`src/rtl/stoch_pkg.sv`:
```
// Shared definitions for the stochastic-computing blocks: FSM state
// encodings and the LFSR feedback tap table.
package stoch_pkg;

  // Regenerator FSM: ACQ = first window after reset/restart, RUN = live output
  localparam logic [0:0] ST_ACQ = 1'b0;
  localparam logic [0:0] ST_RUN = 1'b1;

  // Fibonacci tap masks for maximal-length sequences, widths 3..8.
  // Bit k set means register bit k feeds the XOR; the result shifts into bit 0.
  function automatic logic [7:0] lfsr_taps(input int w);
    logic [7:0] m;
    case (w)
      3:       m = 8'b0000_0110;  // x^3+x^2+1
      4:       m = 8'b0000_1100;  // x^4+x^3+1
      5:       m = 8'b0001_0100;  // x^5+x^3+1
      6:       m = 8'b0011_0000;  // x^6+x^5+1
      7:       m = 8'b0110_0000;  // x^7+x^6+1
      8:       m = 8'b1011_1000;  // x^8+x^6+x^5+x^4+1
      default: m = 8'b0000_1100;
    endcase
    return m;
  endfunction

endpackage

```
`src/rtl/lfsr_gen.sv`:
```
// Maximal-length Fibonacci LFSR with clock enable. Never holds zero: a zero
// seed is replaced by 1 so the register cannot lock up.
module lfsr_gen
  import stoch_pkg::*;
#(
  parameter int             W    = 4,
  parameter logic [W-1:0]   SEED = W'(1)
) (
  input  logic         CLK,
  input  logic         INITn,
  input  logic         EN,
  output logic [W-1:0] Q
);

  localparam logic [7:0]   TAPS8   = lfsr_taps(W);
  localparam logic [W-1:0] TAPS    = TAPS8[W-1:0];
  localparam logic [W-1:0] SEED_OK = (SEED == '0) ? W'(1) : SEED;

  // Shift left one step per enabled clock, feedback into the LSB
  always_ff @(posedge CLK or negedge INITn) begin
    if (!INITn)  Q <= SEED_OK;
    else if (EN) Q <= {Q[W-2:0], ^(Q & TAPS)};
  end

endmodule

```
`src/rtl/burst_regen.sv`:
```
// Burst-to-stochastic regenerator: counts ones over a 2^W-1 sample window and
// re-emits a randomized stream of the same density by comparing a free-running
// LFSR against the latched count.
module burst_regen
  import stoch_pkg::*;
#(
  parameter int           W    = 4,
  parameter logic [W-1:0] SEED = W'(1)
) (
  input  logic         CLK,
  input  logic         INITn,
  input  logic         EN,
  input  logic         CLR,
  input  logic         IN,
  output logic         OUT,
  output logic [W-1:0] P_EST,
  output logic         P_VALID,
  output logic         WIN_DONE
);

  // Last sample index of a window: 2^W-2
  localparam logic [W-1:0] WEND = {{(W-1){1'b1}}, 1'b0};

  logic [W-1:0] wcnt;
  logic [W-1:0] ones;
  logic [W-1:0] lfsr;
  logic [0:0]   state;
  logic         win_end;

  // LFSR keeps running through CLR so successive restarts stay decorrelated
  lfsr_gen #(.W(W), .SEED(SEED)) u_lfsr (
    .CLK   (CLK),
    .INITn (INITn),
    .EN    (EN),
    .Q     (lfsr)
  );

  assign win_end = (wcnt == WEND);
  assign P_VALID = (state == ST_RUN);

  // Window sample counter and ones accumulator
  always_ff @(posedge CLK or negedge INITn) begin
    if (!INITn) begin
      wcnt <= '0;
      ones <= '0;
    end else if (EN) begin
      if (CLR || win_end) begin
        wcnt <= '0;
        ones <= '0;
      end else begin
        wcnt <= wcnt + W'(1);
        ones <= ones + W'(IN);
      end
    end
  end

  // Estimate latch, window-done pulse and ACQ->RUN transition; CLR wins over window end
  always_ff @(posedge CLK or negedge INITn) begin
    if (!INITn) begin
      P_EST    <= '0;
      WIN_DONE <= 1'b0;
      state    <= ST_ACQ;
    end else begin
      WIN_DONE <= 1'b0;
      if (EN) begin
        if (CLR) begin
          P_EST <= '0;
          state <= ST_ACQ;
        end else if (win_end) begin
          P_EST    <= ones + W'(IN);
          WIN_DONE <= 1'b1;
          state    <= ST_RUN;
        end
      end
    end
  end

  // Registered comparator; output held low until the first estimate exists
  always_ff @(posedge CLK or negedge INITn) begin
    if (!INITn)  OUT <= 1'b0;
    else if (EN) OUT <= !CLR && (state == ST_RUN) && (lfsr <= P_EST);
  end

endmodule
```
`config.mk`:
```
export PLATFORM = sky130hd
export DESIGN_NAME = burst_regen
export DESIGN_NICKNAME = d
export VERILOG_FILES = /design/src/rtl/stoch_pkg.sv /design/src/rtl/lfsr_gen.sv /design/src/rtl/burst_regen.sv
export SDC_FILE = /design/constraint.sdc
export NUM_CORES = 1
export LEC_CHECK = 0
export BUFFER_PORTS_ARGS = -buffer_cell sky130_fd_sc_hd__buf_2
export CORE_AREA = 10 10 55 57
export CTS_CLUSTER_DIAMETER = 100
export CTS_CLUSTER_SIZE = 16
export DETAILED_ROUTE_END_ITERATION = 8
export DIE_AREA = 0 0 65 67
export PLACE_DENSITY = 0.68
export SETUP_SLACK_MARGIN = 0.5
export SLEW_MARGIN = 10
export SYNTH_ARGS = -nofsm -noshare
export SYNTH_HDL_FRONTEND = slang
export SYNTH_SLANG_ARGS = --single-unit
export TNS_END_PERCENT = 100
```
`constraint.sdc`:
```
create_clock -name CLK -period 1.6 [get_ports CLK]
set_clock_uncertainty 0.05 [all_clocks]
set_input_delay 0 -clock CLK [delete_from_list [all_inputs] [get_ports CLK]]
set_output_delay 0 -clock CLK [all_outputs]
set_load 0.02 [all_outputs]
```
==> results of run 1 <==
[what timing repair did]
action | in CTS | in global routing
hold buffers | 1 | 0
hold endpoints to repair | 19 | 0
setup buffers | 6 | 4
resized for setup | 8 | 6
pin swaps | 12 | 8
endpoints found under the setup margin | 15 | 15
[logic make-up after synthesis]
| kind of cell | share of synthesized area |
|---|---|
| AND/OR/NAND/NOR | 0.1386 |
| flip-flops | 0.4980 |
| AO/OA/AOI/OAI | 0.1176 |
| buffers and inverters | 0.06013 |
| adder cells (fa/ha/maj) | 0.1046 |
| XOR/XNOR | 0.04575 |
| multiplexers | 0.03529 |
[critical path, cell delays in order, from the launching register on]
cell,delay (ps)
dfstp_2,550
inv_2,40
ha_4,140
nor2b_2,110
o211ai_1,110
a21oi_1,190
o22ai_1,80
[cell usage in the layout, fill, tap and decap left out, types with 2 or more instances in the layout]
cell type	synthesis	routed
dfrtp_1	18	15
buf_4	0	9
o21ai_0	3	3
a22o_1	2	2
mux2_2	3	3
nand3_4	0	2
clkbuf_4	0	3
dfrtp_2	0	3
nand3_1	5	2
o22ai_1	3	3
xnor2_1	5	4
o21ai_2	3	2
ha_1	8	3
inv_1	10	7
nand2_1	6	5
ha_4	0	5
and2_1	2	2
inv_2	1	3
buf_2	1	11
a21oi_1	3	3
[synth_stat cells]
library cell   n
a21o_1         1
o21ai_2        3
and2_4         1
buf_6          1
nand3_1        5
and3_1         1
dfrtp_1       18
nor2b_1        1
a21oi_1        3
inv_1         10
o21ai_1        1
o22ai_1        3
inv_2          1
dfstp_2        1
xnor2_1        5
nor2_1         1
nor2b_4        1
o211ai_1       1
nand2_1        6
mux2_2         3
and2_1         2
nor3b_2        1
and4_1         1
buf_2          1
nand4_1        1
ha_1           8
a22o_1         2
nand2_2        1
o21ai_0        3
[state kept, by name, indices dropped and copies added, names as in the netlist]
name,flops
P_EST,4
ones,4
u_lfsr.Q,4
WIN_DONE,1
OUT,1
P_VALID,1
wcnt,4
[final cells by class]
cell class	instances	area, um2
Tap cell	27	33.78
Timing Repair Buffer	22	143.9
Sequential cell	19	480.5
Inverter	11	43.79
Multi-Input combinational cell	55	556.8
Clock buffer	4	26.28
Fill cell	161	656.9
[routing by layer]
| metal | routed length (um) | vias up | GRT usage |
|---|---|---|---|
| met3 | 113 | 2 | 0.04515 |
| met1 | 801 | 330 | 0.09625 |
| met5 | 0 | - | 0 |
| li1 | - | 342 | - |
| met2 | 1049 | 11 | 0.1860 |
| met4 | 16 | 0 | 0.02406 |
[worst max-delay path by stage]
stage / endpoint / slack [ps] / from / cells after the start
2_1_floorplan: OUT / 300 / u_lfsr.Q[0] / 5
3_3_place_gp: OUT / 270 / u_lfsr.Q[0] / 5
3_5_place_dp: OUT / 230 / u_lfsr.Q[0] / 5
4_1_cts: OUT / 230 / u_lfsr.Q[0] / 6
5_1_grt: OUT / 140 / u_lfsr.Q[0] / 6
6_report: OUT / 210 / u_lfsr.Q[0] / 6
[power breakdown]
| group | switching (mW) | total (mW) | internal (mW) |
|---|---|---|---|
| combinational | 0.172 | 0.391 | 0.219 |
| clock | 0.137 | 0.234 | 0.0969 |
| sequential | 0.0683 | 0.624 | 0.556 |
==> flow_summary.ini, run 1 <==
[placed_design]
post-place-ws_ps = 228.2
dpl_cell_area_um2 = 1091
place.gp.congestion = 0.7051
placed_cells = 123
port_buffers = 11
dp_hpwl_um = 1349

[clock_tree]
cts.clk_slew.worst_paths_ps = 100
cts_num_sinks = 19
cts_root_buffer = clkbuf_4
h-tree-depth = 1
cts_tree = built
cts_buffers = 3
clk_path_buf_depth = 2
clk_latency_ps = 290

[critical_path]
timing.rr.start = u_lfsr.Q[0]
reg2reg_depth = 6
ff2ff_setup_slack_ps = 210
critical_path_class = flip-flop to flip-flop
cp.required_ps = 1730
start_kind = flip-flop
worstReg2RegEnd = OUT
cp_max_fo = 2
arrival_ps = 1510
crit_path_end_kind = flip-flop

[yosys]
ys_warn_count = 0
yosys_register_bits = 19
synth_cells = 87
synth_area_leaders = dfrtp_1 (47%), ha_1 (10%), xnor2_1 (4.6%), inv_1 (3.9%), mux2_2 (3.5%)
synth_top_cell_area_share = 0.4706
synth_top_cell_by_area = dfrtp_1
syn_area_per_cell_um2 = 11.00
netlist_area_um2 = 957.2
yosysUniqueCellTypes = 29
syn_nets = 100
yosysSeqAreaShare = 0.4980

[layout]
instances_no_fill = 138
area_delta_synth_final_pct = 34.25
fin_util = 0.6617
fin_area_um2 = 1285
antenna_cells = 0
final_nets = 125
drive_gt1_frac = 0.4865

[worst_hold_path]
holdCritStartpoint = EN
whs_endpoint = u_lfsr.Q[0]
hold_depth = 3
hp-class = input pin to flip-flop

[timing]
period_share = 0.8682
finalHoldViolations = 0
fmax_mhz = 719.9
setup_tns_ps = 0
setup_viol = 0
drv_slew = 0
layout_setup_ws_ps = 210.9
slew_headroom = 0.7072
worstMarginPinSlew_ps = 439.3
finalCriticalPeriod_ps = 1389
hold_slack_ps = 31.87
rsz0062_at_grt = true

[drt]
wl_per_cell_um = 14.36
antenna_left = 0
drcViolationCount = 0
dr_total_vias = 685
dr.pass1.iters = 4
wl_um = 1981
via_per_inst = 4.964
drtIter0Drc = 18

[global_routing]
grt_pass1_vias = 722
grt.overflow.total = 0
grt_start_max_net_pins = 20
antenna_found_initial = 0
grt_pass1_wl_um = 3360
gr-usage-all-layers = 0.09886

[power_and_ir_drop]
finalPower_mw = 1.250
p_leak_nw = 0.5680
p_per_area_nw_per_um2 = 972.6
vdd.ir_drop.worst_uv = 656.4

[die]
die_h_um = 67
coreArea_um2 = 1942
die_w_um = 65
dieArea_um2 = 4355
start_util = 0.4929
rows = 16
io_pins = 12

[run_status]
status = finished clean

[flow_run]
cap_violations = 0
No activity file was read; power rests on OpenSTA's default activity.
==> run 2: changes to the inputs <==
- BUFFER_PORTS_ARGS: -buffer_cell sky130_fd_sc_hd__buf_2 -> unset
- DONT_BUFFER_PORTS: unset -> 1
- PLACE_DENSITY: 0.68 -> unset
==> flow_summary.ini, run 2 (same netlist as run 1, synthesis figures left out) <==
[run_status]
status = finished, violations left
violations = hold timing

[drt]
antenna_left = 0
route.met3.wl_um = 80
wl_um = 2011
dr.pass1.iters = 4
via_per_inst = 5.100
wl_met1_um = 830
wl_met2_um = 1082
drcViolationCount = 0
dr_total_vias = 663
highest_layer = met4
drtIter0Drc = 20
wl_per_cell_um = 15.47

[layout]
final_cell_mix = dfrtp_1 (15), inv_1 (8), buf_4 (8)
final_nets = 117
fillCellCount = 162
instances_no_fill = 130
drive_gt1_frac = 0.4660
layout_commonest_cell = dfrtp_1
area_delta_synth_final_pct = 31.11
antenna_cells = 0

[timing]
rsz0062_at_grt = true
finalHoldViolations = 18
fmax_mhz = 708.5
drv_slew = 0
worstMarginPinSlew_ps = 849.8
hold_slack_ps = -286.9
setup_tns_ps = 0
slew_headroom = 0.4316
finalCriticalPeriod_ps = 1411
period_share = 0.8821
setup_viol = 0

[power_and_ir_drop]
p_leak_nw = 0.5361
p_per_area_nw_per_um2 = 970.4
vdd.ir_drop.worst_uv = 557.1

[clock_tree]
h-tree-depth = 1
clk_path_buf_depth = 2
cts_buffers = 3
cts_num_sinks = 19
clk_latency_ps = 290
cts_tree = built
cts.clk_slew.worst_paths_ps = 100
ctsHoldBuffers = 2
cts_root_buffer = clkbuf_4

[die]
coreArea_um2 = 1942
die_h_um = 67
io_pins = 12
die_w_um = 65
dieArea_um2 = 4355
start_util = 0.4929
rows = 16

[flow_run]
cap_violations = 0

[placed_design]
placed_cells = 113
dp_hpwl_um = 1388
port_buffers = 0
place.gp.congestion = 0.7124

[global_routing]
grt_start_max_net_pins = 20
antenna_found_initial = 0
grt_pass1_vias = 684
grt_pass1_wl_um = 3174
gr-usage-all-layers = 0.09360
grt.overflow.total = 0

[critical_path]
slowest_delay_ps = 550
arrival_ps = 1540
cp.required_ps = 1730
cp_max_fo = 3
crit_path_end_kind = flip-flop
critical_path_class = flip-flop to flip-flop
path_cells = inv_1, ha_1, and4_1, a21oi_1, o22ai_1
slowest_stage = dfstp_2
start_kind = flip-flop

[worst_hold_path]
hp-class = input pin to flip-flop
## run 2: cell types whose count changed in the layout (fill, tap and decap cells not counted), sizes merged
cell	before	now
buf	21	12
dlygate4sd3	1	2
## run 2: path summary, 6_finish.rpt
| kind | from | end | slack [ps] | cells after the start |
|---|---|---|---|---|
| setup / recovery | u_lfsr.Q[0] | OUT | 190 | 5 |
| hold / removal | EN | u_lfsr.Q[0] | -290 | 1 |
| setup reg to reg | u_lfsr.Q[0] | OUT | 190 | 5 |
| hold reg to reg | u_lfsr.Q[0] | u_lfsr.Q[0] | 480 | 2 |
| max in group asynchronous | INITn | P_EST[3] | 720 | 1 |
| min in group asynchronous | INITn | u_lfsr.Q[2] | 200 | 1 |
## run 2: power by group
group / total, mW / switching [mW] / internal (mW) / leakage, nW
registers: 0.631 / 0.0748 / 0.556 / 0.245
clock network: 0.235 / 0.138 / 0.0968 / 0.0150
logic: 0.352 / 0.148 / 0.204 / 0.276
total: 1.22 / 0.361 / 0.857 / 0.536
## run 2: repair_timing
action                                  in CTS  in global routing
endpoints found under the hold margin       38                 19
gates resized for setup                      8                 10
endpoints found under the setup margin      12                 15
pin swaps                                   13                 11
buffers inserted                             5                  6
## run 2: layer usage
metal / vias up / global-route usage
met1: 323 / 0.1017
li1: 328 / -
met2: 8 / 0.1626
met5: - / 0
met3: 4 / 0.02676
met4: 0 / 0.04813
## run 2: cell type report
class                           instances  area (um2)  area share
Tap cell                               27       33.78     0.02692
Inverter                               11       43.79     0.03490
Sequential cell                        19       480.5      0.3829
Multi-Input combinational cell         55       545.5      0.4347
Clock buffer                            4       26.28     0.02094
Timing Repair Buffer                   14       125.1     0.09970
## run 2: critical path, delay by kind of cell, from the launching register on
| family | cells | cell delay [ps] |
|---|---|---|
| adders and majority gates | 1 | 270 |
| AOI/OAI and AO/OA | 2 | 210 |
| DFF | 1 | 550 |
| buffers and inverters | 1 | 40 |
| and+or+nand+nor | 1 | 190 |
## run 2: through the flow
stage | hold slack, ps | worst slack (ps) | utilization | instance area, um2 | power [mW]
CTS | -305.5 | 167.8 | 0.6031 | 1171 | 1.211
detailed placement | -345.0 | 182.1 | 0.5374 | 1044 | 0.8908
finish | -286.9 | 188.6 | 0.6463 | 1255 | 1.218
global route | -304.1 | 110.5 | 0.6463 | 1255 | 1.305
global placement | -344.9 | 227.3 | 0.5374 | 1044 | 0.8741
floorplan | -345.6 | 299.5 | - | 1018 | 0.8303
